### config.mk
export PLATFORM = sky130hd
export DESIGN_NAME = sram_audio_streamer
export DESIGN_NICKNAME = d
export VERILOG_FILES = /design/src/rtl/audio_pkg.sv /design/src/rtl/sram_audio_streamer_fifo.sv /design/src/rtl/sram_audio_streamer.sv
export SDC_FILE = /design/constraint.sdc
export NUM_CORES = 1
export LEC_CHECK = 0
export BUFFER_PORTS_ARGS = -buffer_cell sky130_fd_sc_hd__buf_2
export CAP_MARGIN = 20
export CORE_MARGIN = 2
export CORE_UTILIZATION = 60
export DETAILED_ROUTE_END_ITERATION = 8
export PLACE_DENSITY = 0.83
export SKIP_CTS_REPAIR_TIMING = 1
export SLEW_MARGIN = 20
export SYNTH_ARGS = -nofsm -noshare
export SYNTH_HDL_FRONTEND = slang
export SYNTH_SLANG_ARGS = --single-unit
### constraint.sdc
create_clock -name Clk -period 4 [get_ports Clk]
set_clock_uncertainty 0.1 [all_clocks]
set_input_delay 0.4 -clock Clk [delete_from_list [all_inputs] [get_ports Clk]]
set_output_delay 0.4 -clock Clk [all_outputs]
set_load 0.05 [all_outputs]
### src/rtl/audio_pkg.sv
// Shared types and widths for the SRAM audio streamer.
//   SAMPLE_W        : PCM sample width
//   SRAM_AW         : SRAM word-address width
//   stream_state_e  : streamer FSM states
package audio_pkg;

  localparam int SAMPLE_W = 16;
  localparam int SRAM_AW  = 20;

  typedef enum logic [2:0] {
    ST_IDLE,
    ST_FILL,
    ST_RUN,
    ST_PAUSED,
    ST_DONE
  } stream_state_e;

endpackage

### src/rtl/sram_audio_streamer_fifo.sv
// sample_fifo: synchronous FIFO holding prefetched samples.
//   Clk, reset     : clock, synchronous active-high reset
//   flush          : empty the FIFO (wins over push/pop)
//   push, wdata    : write one entry (ignored when full)
//   pop            : drop the head entry (ignored when empty)
//   rdata          : head entry (show-ahead, valid when !empty)
//   count/full/empty : occupancy
module sample_fifo #(
  parameter int WIDTH = 16,
  parameter int DEPTH = 4,
  localparam int AW   = $clog2(DEPTH),
  localparam int CW   = AW + 1
) (
  input  logic             Clk,
  input  logic             reset,
  input  logic             flush,
  input  logic             push,
  input  logic [WIDTH-1:0] wdata,
  input  logic             pop,
  output logic [WIDTH-1:0] rdata,
  output logic [CW-1:0]    count,
  output logic             full,
  output logic             empty
);

  logic [WIDTH-1:0] mem_q [DEPTH];
  logic [AW-1:0]    wr_ptr_q, wr_ptr_d;
  logic [AW-1:0]    rd_ptr_q, rd_ptr_d;
  logic [CW-1:0]    count_q, count_d;
  logic             do_push, do_pop;

  assign full  = (count_q == CW'(DEPTH));
  assign empty = (count_q == '0);
  assign count = count_q;
  assign rdata = mem_q[rd_ptr_q];

  always_comb begin
    do_push  = push && !full && !flush;
    do_pop   = pop && !empty && !flush;
    wr_ptr_d = wr_ptr_q;
    rd_ptr_d = rd_ptr_q;
    count_d  = count_q;
    if (flush) begin
      wr_ptr_d = '0;
      rd_ptr_d = '0;
      count_d  = '0;
    end else begin
      // DEPTH is a power of two, so the pointers wrap on their own.
      if (do_push) wr_ptr_d = wr_ptr_q + AW'(1);
      if (do_pop)  rd_ptr_d = rd_ptr_q + AW'(1);
      count_d = count_q + CW'(do_push) - CW'(do_pop);
    end
  end

  always_ff @(posedge Clk) begin
    if (reset) begin
      wr_ptr_q <= '0;
      rd_ptr_q <= '0;
      count_q  <= '0;
    end else begin
      wr_ptr_q <= wr_ptr_d;
      rd_ptr_q <= rd_ptr_d;
      count_q  <= count_d;
    end
  end

  always_ff @(posedge Clk) begin
    if (do_push) mem_q[wr_ptr_q] <= wdata;
  end

endmodule

### src/rtl/sram_audio_streamer.sv
// sram_audio_streamer: plays a PCM song image out of SRAM into the DAC path.
// Owns the SRAM control pins, walks START_ADDR..END_ADDR and keeps a small
// prefetch FIFO topped up so every advance pulse is served immediately.
//   Clk, reset        : clock, synchronous active-high reset
//   start / cont      : (re)start pulse / pause-toggle pulse
//   advance           : DAC consumed one sample
//   sram_rdata        : SRAM read data
//   SRAM_*            : word address and active-low controls
//   sample_out        : registered sample to the DAC
//   playing/paused/done, underrun_count : status
module sram_audio_streamer import audio_pkg::*; #(
  parameter logic [SRAM_AW-1:0] START_ADDR = 20'h00000,
  parameter logic [SRAM_AW-1:0] END_ADDR   = 20'hFFFFF,
  parameter int                 READ_WAIT  = 2,
  parameter int                 FIFO_DEPTH = 4,
  parameter bit                 LOOP       = 1'b0
) (
  input  logic                Clk,
  input  logic                reset,
  input  logic                start,
  input  logic                cont,
  input  logic                advance,
  input  logic [SAMPLE_W-1:0] sram_rdata,
  output logic [SRAM_AW-1:0]  SRAM_ADDR,
  output logic                SRAM_CE_N,
  output logic                SRAM_OE_N,
  output logic                SRAM_WE_N,
  output logic                SRAM_UB_N,
  output logic                SRAM_LB_N,
  output logic [SAMPLE_W-1:0] sample_out,
  output logic                playing,
  output logic                paused,
  output logic                done,
  output logic [7:0]          underrun_count
);

  localparam int CW = $clog2(FIFO_DEPTH) + 1;

  stream_state_e       state_q, state_d;
  logic [SRAM_AW-1:0]  addr_q, addr_d;
  logic                rd_active_q, rd_active_d;
  logic [2:0]          wait_q, wait_d;
  logic                last_read_q, last_read_d;   // END_ADDR already issued+completed
  logic [SAMPLE_W-1:0] sample_q, sample_d;
  logic [7:0]          ur_q, ur_d;

  logic                fifo_flush, fifo_push, fifo_pop;
  logic [SAMPLE_W-1:0] fifo_rdata;
  logic [CW-1:0]       fifo_count;
  logic                fifo_full, fifo_empty;

  logic                rd_done, issue, song_over;

  sample_fifo #(
    .WIDTH (SAMPLE_W),
    .DEPTH (FIFO_DEPTH)
  ) u_fifo (
    .Clk   (Clk),
    .reset (reset),
    .flush (fifo_flush),
    .push  (fifo_push),
    .wdata (sram_rdata),
    .pop   (fifo_pop),
    .rdata (fifo_rdata),
    .count (fifo_count),
    .full  (fifo_full),
    .empty (fifo_empty)
  );

  always_comb begin
    state_d     = state_q;
    addr_d      = addr_q;
    rd_active_d = rd_active_q;
    wait_d      = wait_q;
    last_read_d = last_read_q;
    sample_d    = sample_q;
    ur_d        = ur_q;
    fifo_flush  = 1'b0;
    fifo_push   = 1'b0;
    fifo_pop    = 1'b0;

    // Read completes on the READ_WAIT-th edge after the one that launched it.
    rd_done   = rd_active_q && (wait_q == 3'(READ_WAIT - 1));
    song_over = last_read_q && !rd_active_q;
    // Only one read in flight, so free space is simply count < depth.
    // A cont in this cycle is about to pause, so don't launch anything.
    issue     = ((state_q == ST_FILL) || (state_q == ST_RUN)) && !cont &&
                !rd_active_q && !last_read_q && (fifo_count < CW'(FIFO_DEPTH));

    // SRAM read sequencing runs in every state; a pause only stops issue.
    if (rd_active_q) begin
      if (rd_done) begin
        fifo_push   = 1'b1;
        rd_active_d = 1'b0;
        wait_d      = '0;
        if (addr_q == END_ADDR) begin
          if (LOOP) addr_d = START_ADDR;
          else      last_read_d = 1'b1;
        end else begin
          addr_d = addr_q + SRAM_AW'(1);
        end
      end else begin
        wait_d = wait_q + 3'd1;
      end
    end else if (issue) begin
      rd_active_d = 1'b1;
      wait_d      = '0;
    end

    case (state_q)
      ST_FILL: begin
        if (cont)                         state_d = ST_PAUSED;
        else if (fifo_full || song_over)  state_d = ST_RUN;
      end
      ST_RUN: begin
        if (advance && fifo_empty && song_over) begin
          // Song exhausted: the starved pulse ends playback, not an underrun.
          state_d  = ST_DONE;
          sample_d = '0;
        end else begin
          if (advance) begin
            if (!fifo_empty) begin
              fifo_pop = 1'b1;
              sample_d = fifo_rdata;
            end else begin
              // A same-cycle push still lands; this pulse is simply starved.
              sample_d = '0;
              if (ur_q != 8'hFF) ur_d = ur_q + 8'd1;
            end
          end
          if (cont) state_d = ST_PAUSED;
        end
      end
      ST_PAUSED: begin
        if (cont) state_d = fifo_full ? ST_RUN : ST_FILL;
      end
      ST_DONE:  sample_d = '0;
      default: ;
    endcase

    // start aborts everything: drop the in-flight word and rewind.
    if (start) begin
      state_d     = ST_FILL;
      fifo_flush  = 1'b1;
      fifo_push   = 1'b0;
      fifo_pop    = 1'b0;
      rd_active_d = 1'b0;
      wait_d      = '0;
      addr_d      = START_ADDR;
      last_read_d = 1'b0;
      ur_d        = '0;
      sample_d    = '0;
    end
  end

  always_ff @(posedge Clk) begin
    if (reset) begin
      state_q     <= ST_IDLE;
      addr_q      <= START_ADDR;
      rd_active_q <= 1'b0;
      wait_q      <= '0;
      last_read_q <= 1'b0;
      sample_q    <= '0;
      ur_q        <= '0;
    end else begin
      state_q     <= state_d;
      addr_q      <= addr_d;
      rd_active_q <= rd_active_d;
      wait_q      <= wait_d;
      last_read_q <= last_read_d;
      sample_q    <= sample_d;
      ur_q        <= ur_d;
    end
  end

  assign SRAM_ADDR      = addr_q;
  assign SRAM_CE_N      = ~rd_active_q;
  assign SRAM_OE_N      = ~rd_active_q;
  assign SRAM_UB_N      = ~rd_active_q;
  assign SRAM_LB_N      = ~rd_active_q;
  assign SRAM_WE_N      = 1'b1;
  assign sample_out     = sample_q;
  assign playing        = (state_q == ST_FILL) || (state_q == ST_RUN);
  assign paused         = (state_q == ST_PAUSED);
  assign done           = (state_q == ST_DONE);
  assign underrun_count = ur_q;

endmodule

==> impl_metrics.csv, run 1 <==
group,metric,value,unit
finish,syn2layout_area_growth,21.7,%
sta,drv_slew,0,
setup_path,path_class,"reg2reg",
power_and_ir_drop,power.share.clock,50.4,%
die,die_width,96.8,um
sta,tightest_slew,0.875,ns
routing,wl_per_cell,17.3,um
finish,n_fill_cell,519,
die,die_height,96.8,um
finish,final_util,75.8,%
yosys,synth_top_cell_by_area,"edfxtp_1",
routing,dr_total_vias,3564,
yosys,netlist_area,5170,um2
clocking,htree_levels,4,
sta,relSlewSlack,41.6,%
setup_path,worstSetupStartpointType,"flop",
min_path,min-delay-path-class,"in2reg",
sta,clock.fmax,393,MHz
grt,grt_pass1_vias,3483,
power_and_ir_drop,cellLeakagePower,2.27,nW
run,maxCapViolations,0,
routing,ant_nets,0,
die,ios,73,
routing,drcViolationCount,0,
grt,grt_pass1_wl,17300,um
yosys,yosys_warnings,0,
power_and_ir_drop,netSwitchingFraction,22.4,%
yosys,synthTopCellsByArea,"edfxtp_1, dfxtp_1, mux4_2",
finish,instances_no_fill,613,
routing,drtPass1Iterations,5,
min_path,min_path_cells,1,
clocking,clock_latency,0.52,ns
die,floorplan.die_area,9380,um2
finish,final_common_cell,"buf_2",
finish,drive_above_1_share,26.2,%
min_path,hold_end,"u_fifo.mem_q[2][11]",
setup_path,r2r_start,"wait_q[0]",
yosys,ys_ff_latch,125,
clocking,numCtsBuffers,17,
clocking,cts.clk_slew.worst_paths,0.06,ns
yosys,synth_top_cell_area_share,37.2,%
placed_design,dp_hpwl,6520,um
finish,final_cell_mix,"buf_2, edfxtp_1, nor2_1",
setup_path,ff2ff_path_depth,4,
sta,fin_crit_sh,63.5,%
yosys,ys_types,48,
sta,min_period,2.54,ns
placed_design,portBuffers,71,
yosys,avgSynthCellArea,12.6,um2
finish,final_area,6290,um2
yosys,ys.flop_type,"edfxtp_1",
grt,antenna_found_initial,0,
placed_design,place_area,5570,um2
power_and_ir_drop,ir_drop,0.556,mV
sta,final_hold_viol_count,0,
power_and_ir_drop,report.power.total,2.96,mW
min_path,hp-start,"sram_rdata[11]",
finish,n_antenna_cell,0,
yosys,yosysSeqAreaShare,60.8,%
yosys,async_reset_ff_share,0,%
grt,grt_max_degree,56,
yosys,syn_inst,409,
finish,nNetsFinal,527,
grt,gr-total-overflow,0,
die,initial_core_util,62.3,%
placed_design,place_congestion,0.795,
setup_path,r2r_end,"u_fifo.mem_q[1][6]",
clocking,cts.path.max_buffers,2,
yosys,syn_nets,441,
setup_path,required,4.04,ns
die,placeableCoreArea,8300,um2
die,num_rows,33,
yosys,synth_edf_count,64,
power_and_ir_drop,p_per_area,471,nW/um2
status,status,"completed",
power_and_ir_drop,p_int,2.30,mW
setup_path,path_max_fanout,16,
sta,fin_setup_tns,0,ns
setup_path,crit_arrival,2.58,ns
setup_path,critPathCaptureType,"flop",
power_and_ir_drop,power_frac_seq,45.8,%
clocking,cts_num_sinks,125,
routing,drtIter0Drc,156,
sta,rsz0062_at_grt,"false",
clocking,cts_tree,"done",
placed_design,dpl.cell_count,568,
routing,routed_via_density,5.81,
grt,grt_util_all_layers,23.3,%
routing,wl,10600,um
setup_path,r2r_slack,1.46,ns
power_and_ir_drop,p_comb_share,3.8,%
sta,setup_violations,0,
clocking,cts_root_buffer,"clkbuf_8",
power_and_ir_drop,power.switching,663,uW
## power groups by stage
stage	registers (mW)	clock network, mW	logic (mW)
after CTS	1.36	1.52	0.103
after global placement	1.38	0	0.0999
final	1.36	1.49	0.113
after floorplan	1.38	0	0.0762
after detailed placement	1.38	0	0.102
after global routing	1.36	1.58	0.123
## cells in the mapped netlist, types with 2 or more instances
master	n
nand4_1	7
a211oi_1	3
o21ai_0	11
inv_1	11
and4_1	4
buf_2	4
nor3_2	2
nor2_1	63
a21oi_1	18
nor4_1	3
clkbuf_1	7
buf_1	2
dfxtp_1	61
xnor2_1	18
xor2_1	10
nand2_1	13
nor3b_1	2
and2_1	7
nand3b_1	2
o2111ai_1	3
nor3_1	11
mux4_2	16
buf_4	6
a22oi_1	16
ha_1	10
edfxtp_1	64
and3_1	3
nand3_1	9
o211ai_1	3
or3_1	2
## through the flow
step / hold slack [ns] / worst slack [ns]
floorplan: 0.373 / 1.76
global placement: 0.385 / 1.58
detailed placement: 0.399 / 1.50
CTS: -0.0517 / 1.47
global route: 0.000884 / 1.24
finish: 0.0226 / 1.46
## state kept, by name (all words and copies together) (netlist names), 2 cells and up, named ones only
signal	cells
underrun_count	8
u_fifo.rd_ptr_q	2
u_fifo.mem_q	64
sample_out	16
SRAM_ADDR	20
state_q	3
u_fifo.wr_ptr_q	2
u_fifo.count	3
wait_q	3
## cells by family (layout without fill, tap and decap cells)
family / after synthesis / count (layout) / synth area share [%]
AO/OA/AOI/OAI: 59 / 59 / 7.62
XOR/XNOR: 28 / 28 / 4.74
adder cells (fa/ha/maj): 11 / 11 / 2.81
buffers and inverters: 30 / 129 / 2.71
flip-flops: 125 / 125 / 60.8
multiplexers: 16 / 16 / 6.97
other: 1 / 1 / 0.0725
AND/OR/NAND/NOR: 139 / 139 / 14.3
## cell type report
type                            instances  area [um2]  area share (%)
Clock buffer                           18         428            6.80
Clock inverter                         14         156            2.49
Multi-Input combinational cell        254        1890            30.0
Tap cell                              105         131            2.09
Inverter                               11        41.3           0.656
Sequential cell                       125        3140            50.0
Timing Repair Buffer                   86         500            7.95
## worst max path at each step
stage	start	end	slack, ns	depth (start not counted)
final	wait_q[0]	u_fifo.mem_q[1][6]	1.46	4
after global routing	wait_q[0]	u_fifo.mem_q[3][14]	1.24	4
after CTS	wait_q[0]	u_fifo.mem_q[3][13]	1.47	4
after detailed placement	advance	u_fifo.count[2]	1.50	10
after floorplan	state_q[0]	u_fifo.count[2]	1.76	10
after global placement	advance	u_fifo.count[2]	1.58	10
## metal layers
layer / track usage (%) / vias up / share of wire, %
met5: 0 / - / 0
met4: 9.43 / 0 / 2.3
li1: - / 1677 / -
met3: 6.21 / 22 / 5.5
met2: 38.1 / 136 / 50
met1: 29.6 / 1729 / 42
## critical path, stage by stage, from the launching register on
cell	delay (ns)
dfxtp_1	0.38
ha_1	0.21
nand3b_1	0.21
nor3_1	0.48
and2_1	0.78
Note: power is estimated with default switching activity, not from simulation.
==> run 2: changes to the inputs <==
CORE_UTILIZATION = 51   (was 60)
PLACE_DENSITY = 0.75   (was 0.83)
clock period = 2.3 ns   (was 4 ns; I/O delays follow)
==> run 2 against run 1 <==
Effect of this change:
- the run now ends with hold timing left
- worst setup slack lost 1.3 ns
- clock power increased by 60%
- cell count up 8.2%
- die area is 17% higher
- register-to-register slack worse by 1.3 ns
- sequential power rose by 73%
- critical endpoint is now u_fifo.count[2]
- via count rose by 0.93%
- highest routed layer unchanged
- wire length grew 0.21%
==> impl_metrics.csv, run 2 (synthesized netlist as in run 1, its figures left out) <==
group,metric,value,unit
min_path,hold_end,"state_q[0]",
placed_design,dp_hpwl,6800,um
routing,wl_met3,567,um
grt,grt_pass1_vias,3416,
routing,dr_total_vias,3597,
setup_path,r2r_start,"state_q[2]",
placed_design,place_congestion,0.872,
sta,rsz0062_at_grt,"false",
die,placeableCoreArea,9820,um2
power_and_ir_drop,p_per_area,767,nW/um2
routing,drcViolationCount,0,
finish,final_cell_mix,"buf_2, edfxtp_1, nor2_1",
placed_design,portBuffers,71,
die,die_width,105,um
clocking,numCtsBuffers,17,
finish,drive_above_1_share,27.9,%
sta,fin_setup_tns,0,ns
routing,routed_via_density,5.43,
sta,min_period,2.15,ns
routing,maxUsedRoutingLayer,"met4",
grt,grt_util_all_layers,19.7,%
die,ios,73,
placed_design,dpl.cell_count,614,
routing,drtPass1Iterations,5,
setup_path,ff2ff_path_depth,9,
clocking,cts_root_buffer,"clkbuf_8",
finish,largest_reg_flops,64,
sta,fin_crit_sh,93.7,%
setup_path,r2r_slack,0.15,ns
clocking,clock_latency,0.51,ns
status,status,"finished with violations",
finish,final_common_cell,"buf_2",
min_path,hp-start,"start",
finish,syn2layout_area_growth,25.1,%
grt,gr-total-overflow,0,
sta,final_hold_viol_count,1,
min_path,min_path_cells,3,
routing,ant_nets,0,
finish,largest_register,"u_fifo.mem_q",
setup_path,path_max_fanout,2,
run,maxCapViolations,0,
sta,drv_slew,0,
setup_path,r2r_end,"u_fifo.count[2]",
routing,drtIter0Drc,166,
sta,clock.fmax,464,MHz
setup_path,crit_arrival,2.43,ns
grt,grt_pass1_wl,16800,um
sta,holdWs,-0.0260,ns
die,die_height,105,um
clocking,cts_tree,"done",
routing,wl,10600,um
grt,antenna_found_initial,0,
finish,instances_no_fill,663,
clocking,htree_levels,4,
grt,grt_max_degree,29,
setup_path,required,2.58,ns
setup_path,path_class,"reg2reg",
setup_path,worstSetupStartpointType,"flop",
clocking,cts.clk_slew.worst_paths,0.06,ns
routing,wl_per_cell,16.0,um
routing,met1_length,4540,um
sta,setup_violations,0,
min_path,min-delay-path-class,"in2reg",
die,floorplan.die_area,11000,um2
finish,nNetsFinal,549,
die,num_rows,36,
routing,route.met2.wl,5470,um
finish,n_antenna_cell,0,
setup_path,critPathCaptureType,"flop",
power_and_ir_drop,ir_drop,0.638,mV
status,violations,"hold timing",
clocking,cts_num_sinks,125,
power_and_ir_drop,report.power.total,4.96,mW
power_and_ir_drop,cellLeakagePower,2.36,nW
clocking,cts.path.max_buffers,2,
die,initial_core_util,52.7,%
run 2: routing by layer:
| layer | GRT usage, % | vias to the layer above |
|---|---|---|
| li1 | - | 1737 |
| met1 | 24.0 | 1744 |
| met2 | 33.8 | 108 |
| met3 | 5.61 | 8 |
| met4 | 6.19 | 0 |
| met5 | 0 | - |
run 2: power breakdown:
group / switching (mW) / leakage, nW / total, mW / internal (mW)
registers: 0.00567 / 1.07 / 2.35 / 2.35
logic: 0.144 / 1.04 / 0.225 / 0.0806
clock network: 0.955 / 0.261 / 2.38 / 1.43
run 2: worst max-delay path by stage:
| stage | start | to | slack, ns |
|---|---|---|---|
| finish | state_q[2] | u_fifo.count[2] | 0.15 |
| detailed placement | advance | u_fifo.count[2] | 0.08 |
| global placement | advance | u_fifo.count[2] | 0.19 |
| floorplan | state_q[0] | u_fifo.count[2] | 0.06 |
| CTS | state_q[2] | u_fifo.count[2] | 0.09 |
| global route | state_q[2] | u_fifo.count[2] | 0.007 |
run 2: final cells by class:
class	instances	area, um2
inverter	11	41.3
clock inverter	14	120
sequential	125	3140
fill	745	3350
clock buffer	18	418
timing repair buffer	108	688
tap	133	166
multi-input combinational	254	1890
run 2: critical path, cell delays in order, from the launching register on:
cell and delay [ns]:
dfxtp_1 0.31, nand4bb_1 0.25, nor3_2 0.24, ha_1 0.15, inv_1 0.04, ha_1 0.18, fa_1 0.38, xnor2_1 0.18
xnor2_1 0.14, nor2_1 0.05
run 2: per-stage QoR:
step | utilization [%] | cell area, um2 | hold WS (ns) | setup WS, ns
final | 65.9 | 6470 | -0.0260 | 0.146
after CTS | 64.1 | 6290 | -0.204 | 0.0914
after detailed placement | 58.6 | 5760 | 0.339 | 0.0839
after global routing | 65.9 | 6470 | -0.000465 | 0.00745
after global placement | 58.6 | 5760 | 0.335 | 0.190
after floorplan | - | 5170 | 0.203 | 0.0551
